### config.mk
export PLATFORM = sky130hd
export DESIGN_NAME = sd_cmd_phy
export DESIGN_NICKNAME = d
export VERILOG_FILES = /design/src/rtl/sd_cmd_pkg.sv /design/src/rtl/sd_crc7.sv /design/src/rtl/sd_cmd_phy.sv
export SDC_FILE = /design/constraint.sdc
export NUM_CORES = 1
export LEC_CHECK = 0
export BUFFER_PORTS_ARGS = -buffer_cell sky130_fd_sc_hd__buf_4
export CAP_MARGIN = 5
export CORE_MARGIN = 3
export CORE_UTILIZATION = 55
export DETAILED_ROUTE_END_ITERATION = 12
export PLACE_DENSITY_LB_ADDON = 0.2
export SLEW_MARGIN = 20
export SYNTH_ARGS = -nofsm -noshare
export SYNTH_HDL_FRONTEND = slang
export SYNTH_SLANG_ARGS = --single-unit
### constraint.sdc
create_clock -name clock -period 3.52 [get_ports clock]
set_input_delay 0.528 -clock clock [delete_from_list [all_inputs] [get_ports clock]]
set_output_delay 0.528 -clock clock [all_outputs]
set_load 0.01 [all_outputs]
### src/rtl/sd_cmd_pkg.sv
// Shared encodings for the SD CMD physical layer: FSM states, response types, frame lengths, CRC7.
// No logic of its own; imported by sd_crc7 and sd_cmd_phy.
// Backpressure: not applicable.
package sd_cmd_pkg;

  // One-hot FSM state encodings
  localparam logic [4:0] ST_IDLE = 5'b00001;
  localparam logic [4:0] ST_SEND = 5'b00010;
  localparam logic [4:0] ST_WAIT = 5'b00100;
  localparam logic [4:0] ST_RECV = 5'b01000;
  localparam logic [4:0] ST_DONE = 5'b10000;

  // Response type codes; 11 behaves like a short response
  localparam logic [1:0] RESP_NONE  = 2'b00;
  localparam logic [1:0] RESP_SHORT = 2'b01;
  localparam logic [1:0] RESP_LONG  = 2'b10;
  localparam logic [1:0] RESP_ALT   = 2'b11;

  // Frame lengths in bits
  localparam int TX_LEN    = 48;
  localparam int SHORT_LEN = 48;
  localparam int LONG_LEN  = 136;
  localparam int BODY_LEN  = 40;

  // x^7 + x^3 + 1 with the x^7 term implicit
  localparam logic [6:0] CRC7_POLY = 7'h09;

  // One serial CRC7 step, MSB-first input
  function automatic logic [6:0] crc7_step(input logic [6:0] crc, input logic b);
    crc7_step = {crc[5:0], 1'b0} ^ (((crc[6] ^ b) == 1'b1) ? CRC7_POLY : 7'h00);
  endfunction

endpackage

### src/rtl/sd_crc7.sv
// Serial CRC7 accumulator: clear to zero, then absorb one bit per enabled cycle.
// Latency: result reflects a bit one cycle after it is presented with enable high.
// Backpressure: none; the caller gates enable.
module sd_crc7 import sd_cmd_pkg::*; (
  input  logic       clock,
  input  logic       reset,
  input  logic       clear,
  input  logic       enable,
  input  logic       bit_in,
  output logic [6:0] crc
);

  // Clear has priority over accumulation
  always_ff @(posedge clock) begin
    if (!reset || clear) crc <= '0;
    else if (enable)     crc <= crc7_step(crc, bit_in);
  end

endmodule

### src/rtl/sd_cmd_phy.sv
// SD CMD line PHY: serialises a 40-bit command plus CRC7/end bit, then captures the card response.
// Latency: 48 bit cycles of TX, then wait (bounded by TIMEOUT_CYCLES) and 48/136 bit cycles of RX.
// Backpressure: result held on strobe_out until ack_in; a new request needs strobe_in low in IDLE.
// Optional: define SD_CMD_PHY_CRC_CHECK_EN to build the response CRC7 checker (else crc_error=0).
module sd_cmd_phy import sd_cmd_pkg::*; #(
  parameter int TIMEOUT_CYCLES = 64,
  parameter int CNT_W          = 8
) (
  input  logic         clock,
  input  logic         reset,
  input  logic         strobe_in,
  input  logic         ack_in,
  input  logic         idle_in,
  input  logic [39:0]  cmd_frame,
  input  logic [1:0]   resp_type,
  input  logic         timeout_enable,
  input  logic         crc_check,
  input  logic         cmd_pin_in,
  output logic         cmd_pin_out,
  output logic         cmd_oe,
  output logic         ack_out,
  output logic         strobe_out,
  output logic [127:0] cmd_response,
  output logic         time_out,
  output logic         crc_error
);

  logic [4:0]       state;
  logic [39:0]      tx_sh;
  logic [1:0]       resp_q;
  logic [CNT_W-1:0] bit_cnt;
  logic [CNT_W-1:0] tmo_cnt;
  logic [CNT_W-1:0] rx_len;
  // Received bits excluding the end bit; rx_sh[i] ends up holding frame bit i+1
  logic [126:0]     rx_sh;
  logic             armed;
  logic [6:0]       tx_crc;
  logic [2:0]       crc_idx;
  logic             is_short;
  logic             is_long;
  logic             tx_feed;
  logic             start_bit;
  logic             rx_last;
  logic             crc_mismatch;

  assign is_long   = (resp_q == RESP_LONG);
  assign is_short  = (resp_q == RESP_SHORT) || (resp_q == RESP_ALT);
  assign rx_len    = is_long ? CNT_W'(LONG_LEN) : CNT_W'(SHORT_LEN);
  assign tx_feed   = (state == ST_SEND) && (bit_cnt < CNT_W'(BODY_LEN));
  assign start_bit = (state == ST_WAIT) && !cmd_pin_in;
  assign rx_last   = (state == ST_RECV) && (bit_cnt == rx_len - 1'b1);
  assign crc_idx   = 3'(CNT_W'(TX_LEN - 2) - bit_cnt);

  sd_crc7 u_tx_crc (
    .clock  (clock),
    .reset  (reset),
    .clear  (state == ST_IDLE),
    .enable (tx_feed),
    .bit_in (tx_sh[39]),
    .crc    (tx_crc)
  );

`ifdef SD_CMD_PHY_CRC_CHECK_EN
  logic [6:0] rx_crc;

  // The start bit is absorbed on the WAIT->RECV edge, then bits 1..39 in RECV
  sd_crc7 u_rx_crc (
    .clock  (clock),
    .reset  (reset),
    .clear  (!((state == ST_RECV) || start_bit)),
    .enable (start_bit || ((state == ST_RECV) && (bit_cnt < CNT_W'(BODY_LEN)))),
    .bit_in (cmd_pin_in),
    .crc    (rx_crc)
  );

  assign crc_mismatch = crc_check && is_short && (rx_crc != rx_sh[6:0]);
`else
  logic unused_crc_check;
  assign unused_crc_check = crc_check;
  assign crc_mismatch     = 1'b0;
`endif

  assign cmd_oe     = (state == ST_SEND);
  assign ack_out    = (state == ST_SEND) && (bit_cnt == '0);
  assign strobe_out = (state == ST_DONE);

  // Line value: command body, then the held TX CRC, then the end bit; released high otherwise
  always_comb begin
    cmd_pin_out = 1'b1;
    if (state == ST_SEND) begin
      if (bit_cnt < CNT_W'(BODY_LEN))        cmd_pin_out = tx_sh[39];
      else if (bit_cnt < CNT_W'(TX_LEN - 1)) cmd_pin_out = tx_crc[crc_idx];
    end
  end

  // Transaction FSM; abort beats every other request, cmd_response survives it
  always_ff @(posedge clock) begin
    if (!reset) begin
      state        <= ST_IDLE;
      tx_sh        <= '0;
      resp_q       <= RESP_NONE;
      bit_cnt      <= '0;
      tmo_cnt      <= '0;
      rx_sh        <= '0;
      armed        <= 1'b0;
      cmd_response <= '0;
      time_out     <= 1'b0;
      crc_error    <= 1'b0;
    end else if (idle_in) begin
      state   <= ST_IDLE;
      bit_cnt <= '0;
      tmo_cnt <= '0;
    end else begin
      case (state)
        ST_IDLE: begin
          if (!strobe_in) begin
            armed <= 1'b1;
          end else if (armed) begin
            tx_sh     <= cmd_frame;
            resp_q    <= resp_type;
            time_out  <= 1'b0;
            crc_error <= 1'b0;
            armed     <= 1'b0;
            bit_cnt   <= '0;
            tmo_cnt   <= '0;
            state     <= ST_SEND;
          end
        end
        ST_SEND: begin
          tx_sh <= {tx_sh[38:0], 1'b0};
          if (bit_cnt == CNT_W'(TX_LEN - 1)) begin
            bit_cnt <= '0;
            state   <= (resp_q == RESP_NONE) ? ST_DONE : ST_WAIT;
          end else begin
            bit_cnt <= bit_cnt + 1'b1;
          end
        end
        ST_WAIT: begin
          if (!cmd_pin_in) begin
            rx_sh   <= '0;
            bit_cnt <= CNT_W'(1);
            state   <= ST_RECV;
          end else if (timeout_enable && (tmo_cnt == CNT_W'(TIMEOUT_CYCLES - 1))) begin
            time_out <= 1'b1;
            state    <= ST_DONE;
          end else if (tmo_cnt < CNT_W'(TIMEOUT_CYCLES - 1)) begin
            tmo_cnt <= tmo_cnt + 1'b1;
          end
        end
        ST_RECV: begin
          if (rx_last) begin
            cmd_response <= is_long ? {1'b0, rx_sh} : {90'b0, rx_sh[44:7]};
            crc_error    <= crc_mismatch;
            state        <= ST_DONE;
          end else begin
            rx_sh   <= {rx_sh[125:0], cmd_pin_in};
            bit_cnt <= bit_cnt + 1'b1;
          end
        end
        ST_DONE: begin
          if (ack_in) state <= ST_IDLE;
        end
        default: state <= ST_IDLE;
      endcase
    end
  end

endmodule

Word level (Yosys, flattened, before mapping)

Cells that the tools add are included.

Output and inout bits: 134
Input port bits: 50
Register bits: 328

Add/subtract/negate cells: 4
Bitwise gates (word level): 4
Reductions and logical operators: 24
Equality and inequality tests: 21
$lt $le $gt $ge: 4
Multiplexer cells: 41

Operator list:

| operator                                              | number |
|---|---|
| 2-to-1 mux 127 bit                                    | 3 |
| one-hot mux 127 bit (2 select lines)                  | 1 |
| 2-to-1 mux 40 bit                                     | 2 |
| one-hot mux 40 bit (2 select lines)                   | 1 |
| 2-to-1 mux 8 bit                                      | 9 |
| 2-to-1 mux 5 bit                                      | 8 |
| one-hot mux 8 bit (4 select lines)                    | 1 |
| one-hot mux 5 bit (5 select lines)                    | 1 |
| < comparator 8 x 6 -> 1 bit, second input constant    | 3 |
| AND reduction 6 bit                                   | 3 |
| adder 8 x 1 -> 8 bit, second input constant           | 2 |
| == test 8 x 6 -> 1 bit, second input constant         | 2 |
| inequality test 2 bit, second input constant          | 8 |
| one-hot mux 8 bit (2 select lines)                    | 1 |
| AND reduction 4 bit                                   | 3 |
| 2-to-1 mux 1 bit                                      | 10 |
| AND reduction 5 bit                                   | 2 |
| == test 8 bit                                         | 1 |
| zero test 8 bit                                       | 1 |
| nonzero test 2 bit                                    | 4 |
| subtractor 8 x 1 -> 8 bit, second input constant      | 1 |
| XOR 7 bit                                             | 1 |
| inequality test 2 x 1 -> 1 bit, second input constant | 3 |
| == test 5 x 1 -> 1 bit, second input constant         | 1 |
| 21 further kinds                                      | 26 |

Depth between registers and ports, before layout

Word-level depth: 7
Mapped depth: 10
Gate-level depth less buffers: 6

Modules after synthesis

A second synthesis with hierarchy kept.

Cells, all modules: 1,297
Area total of the unflattened synthesis: 12,191.7 um2

Modules (own cells, without submodules):

| module     | instances | area an instance (um2) | cells each |
|---|---|---|---|
| sd_cmd_phy | 1         | 11,893.9               | 1,269 |
| sd_crc7    | 1         | 297.8                  | 28 |

Worst setup path after synthesis

Ideal clock, no wire load.

Kind: register to register
Start point: register state[2]
End point: register cmd_response[116]
Cell stages (with the launch flop): 10
Arrival: 2,111 ps
Path slack: 1,277 ps
Clock period less this slack: 2,243 ps
Cell sequence: dfxtp_1 -> buf_2 -> or4_1 -> buf_2 -> or4_1 -> buf_2 -> buf_6 -> buf_2 -> nand2_1 -> a21oi_1

Longest elaborated chain between the ends: 3

RTL lines:

| item                                     | line                                | text |
|---|---|---|
| start: declaration                       | sd_cmd_phy.sv:28                    | `logic [4:0] state;` |
| start signal: assignment                 | sd_cmd_phy.sv:133                   | `state <= (resp_q == RESP_NONE) ? ST_DONE : ST_WAIT;` |
| == test 5 x 4 -> 1 bit (*)               | sd_cmd_phy.sv:51, sd_cmd_phy.sv:114 |  |
| logical AND 1 bit                        | sd_cmd_phy.sv:51                    | `assign rx_last = (state == ST_RECV) && (bit_cnt == rx_len - 1'b1);` |
| AND reduction 3 bit (no source line) (*) | -                                   |  |
| end signal: assignment                   | sd_cmd_phy.sv:152                   | `cmd_response <= is_long ? {1'b0, rx_sh} : {90'b0, rx_sh[44:7]};` |
| end: declaration                         | sd_cmd_phy.sv:23                    | `output logic [127:0] cmd_response,` |

Mark *: on every way between the ends. The rest lies on a longest branch, timed or not.
A chain may end at the register's enable or synchronous reset.

Worst setup path after layout

Start point: register bit_cnt[0]
End point: output port cmd_pin_out

Longest elaborated chain between the ends: 6

RTL lines:

| item                                   | line              | text |
|---|---|---|
| start: declaration                     | sd_cmd_phy.sv:31  | `logic [CNT_W-1:0] bit_cnt;` |
| start signal: assignment               | sd_cmd_phy.sv:135 | `bit_cnt <= bit_cnt + 1'b1;` |
| start signal: assignment               | sd_cmd_phy.sv:157 | `bit_cnt <= bit_cnt + 1'b1;` |
| subtractor 3 bit                       | sd_cmd_phy.sv:52  | `assign crc_idx = 3'(CNT_W'(TX_LEN - 2) - bit_cnt);` |
| binary-select mux 1 bit (select 3 bit) | sd_cmd_phy.sv:92  | `else if (bit_cnt < CNT_W'(TX_LEN - 1)) cmd_pin_out = tx_crc[crc_idx];` |
| 2-to-1 mux 1 bit (implied by the code) | sd_cmd_phy.sv:92  |  |
| 2-to-1 mux 1 bit                       | sd_cmd_phy.sv:92  |  |
| 2-to-1 mux 1 bit (*)                   | sd_cmd_phy.sv:91  | `if (bit_cnt < CNT_W'(BODY_LEN)) cmd_pin_out = tx_sh[39];` |
| 2-to-1 mux 1 bit (*)                   | sd_cmd_phy.sv:90  | `if (state == ST_SEND) begin` |
| end: declaration                       | sd_cmd_phy.sv:19  | `output logic cmd_pin_out,` |

Mark *: on every way between the ends. The rest lies on a longest branch, timed or not. The select of a mux whose other input is x is not followed.

==> results by group <==
Run
  – Max-cap violations: 0

Power
  – VDD IR max: 0.3673 mV
  – Leak: 0.005326 uW
  – Power Density: 510.6 nW/um2

Clock tree
  – Clk slew on worst S/H paths: 60 ps
  – Worst-Skew Late Latency: 500 ps
  – Clk buf depth: 3
  – Root buf cell: clkbuf_16
  – H-tree levels: 2
  – Hold_buf cts: 0
  – CTS tree: yes
  – Cts bufs inserted: 35
  – CTS resizes: 0
  – CTS Sinks: 326
  – Post-CTS setup buffer count: 0

Final layout
  – Area grow syn2layout: 20.40%
  – Most common cell after layout, fill and taps aside: dfxtp_1
  – Final core utilization: 67.70%
  – Layout cell share with drive strength beyond 1: 18.43%
  – Nets@finish: 1464
  – Commonest non-fill, non-tap cells in the layout: 326 x dfxtp_1, 191 x buf_4, 182 x nand2_1, 127 x a32o_1
  – Antenna Cells: 0

Floorplan
  – # IOs: 184
  – FP Rows: 54
  – Die Area: 24280 um2
  – Die Height: 155.8 um
  – Placeable Area: 21960 um2
  – Starting Density: 56.23%
  – Horiz. Die Dim: 155.8 um

STA
  – Clock skew: 13.50 ps
  – Final Hold Fails: 0
  – RSZ-0062 raised after global routing: false
  – Slew HR: 32.77%
  – Worst-Margin Slew: 1009 ps
  – Final slew viol count: 0
  – F_max: 321.3 MHz
  – Min Clock Period, post-route: 3112 ps
  – Final Cycle Share: 88.42%
  – Total negative slack: 0 ps
  – Setup violations, final: 0

Synthesis
  – Syn Inst Count: 1306
  – Post-Syn Area: 12350 um2
  – Seq/Total Area, Yosys: 52.85%
  – Count of state elements after synthesis: 326
  – Synth cell types: 50
  – Ranking of synthesized cells by area: dfxtp_1 53%, a32o_1 10%, nand2_1 5.5%
  – Post-synth ARST share: 0%
  – Post-synth EDFFs: 0
  – Ys Warns: 0
  – Synth top area share: 52.85%
  – Syn Area/Cell: 9.455 um2
  – Main synth FF type: dfxtp_1
  – Largest area contributor in the netlist: dfxtp_1

Critical path
  – CP max FO: 4
  – Worst setup startpoint: bit_cnt[0]
  – Cells along the critical path: ha_1 -> xor2_1 -> mux4_2 -> mux2i_1 -> a41oi_1 -> buf_4
  – WP data arrival: 2580 ps
  – CP max stage delay: 540 ps
  – Delay-heaviest family, CP: multiplexers
  – R2R Setup Slk: 770 ps
  – Setup crit end kind: primary output
  – Slowest cell on crit path: mux4_2
  – FF-to-FF Start: state[1]
  – CP bufs+invs: 1
  – WS Path Type: register to primary output
  – Worst endpoint required time: 2990 ps
  – Startpoint types: register

Routing
  – DRC violations left: 0
  – TritonRoute pass-1 iters: 6
  – Routed len/inst: 17.12 um
  – Post-route antenna net violation count: 0
  – DR vias: 10300
  – Via/cell ratio: 5.992
  – 1st-iter DRT viols: 871
  – Final WL: 29.40 mm

Hold path
  – HP Start: strobe_in
  – Hold WC Path Type: primary input to register

Global routing
  – Vias in the first global route: 9604
  – Remaining Overflow, GRT: 0
  – Largest net degree at the start of global routing: 128
  – Initial antenna violation count: 0
  – GRT Total Usage: 23.44%
  – First-pass GRT wire length: 48.49 mm

Status
  – Outcome: finished clean

Place
  – RePlAce Congestion: 0.8130
  – DPL Wire Length: 17.74 mm
  – Port Buf Inserts: 180
routing by layer:
metal	vias to the layer above	global-route usage (%)	part of all wire, %
met3	38	5.659	7.1
met1	4937	32.52	45
met2	306	37.44	47
met4	0	5.214	1.6
met5	-	0	0
li1	5014	-	-
final timing paths:
check	cells past startpoint	endpoint
setup reg to reg	6	cmd_response[107]
hold / removal	2	armed
hold reg to reg	2	cmd_response[120]
setup / recovery	6	cmd_pin_out
registers in the layout, summed over array words and instances, names as in the netlist:
name          cells
resp_q            2
tx_sh            40
state             5
u_tx_crc.crc      7
tmo_cnt           8
cmd_response    127
time_out          1
armed             1
bit_cnt           8
rx_sh           127
where the power goes:
group | internal (uW) | total (uW) | switching (uW)
clock network | 2210 | 3650 | 1450
logic | 78.0 | 211 | 133
registers | 3710 | 3720 | 12.9
cells by family (layout without fill, tap and decap cells):
group	count (synthesis)	after routing	share of synthesized area (%)
AO/OA/AOI/OAI	347	347	21.75
XOR/XNOR	5	5	0.3546
buffers and inverters	138	269	4.904
flip-flops	326	326	52.85
multiplexers	52	52	4.317
AND/OR/NAND/NOR	434	434	15.49
other	1	2	0.03037
adder cells (fa/ha/maj)	3	3	0.3040
cell type report:
cell class	instances	area (um2)
clock buffer	50	993.5
clock inverter	14	171.4
fill	1763	7092
inverter	9	36.28
multi-input combinational	843	5255
sequential	326	6526
tap	280	350.3
timing repair buffer	196	1534
synth_stat cells (3+ instances only):
library cell / instances
buf_2: 19
o21ai_0: 14
a311oi_1: 40
buf_6: 5
ha_1: 3
nand4_1: 3
nor4_1: 3
a31oi_1: 3
xor2_1: 5
nor3_1: 6
and3_1: 3
nand3_1: 100
nor2_1: 103
nand2b_1: 5
o22ai_1: 3
buf_1: 11
dfxtp_1: 326
a21oi_1: 103
buf_4: 7
nand2_1: 182
or2_2: 3
mux2i_1: 51
clkbuf_1: 87
a32o_1: 127
inv_1: 7
a211oi_1: 44
or3_1: 12
nor3b_1: 4
metrics by stage:
stage | worst slack [ps] | std cells | hold WS (ps) | total power [uW] | cell area (um2)
floorplan | 1277 | 1307 | 445.4 | 3938 | 12350
global placement | 853.4 | 1654 | 440.1 | 4011 | 13700
detailed placement | 803.9 | 1654 | 445.2 | 4015 | 13700
CTS | 425.0 | 1718 | 208.9 | 7644 | 14870
global route | 268.4 | 1718 | 208.1 | 7845 | 14870
finish | 407.6 | 1718 | 223.7 | 7590 | 14870
No activity file was read; power rests on OpenSTA's default activity.
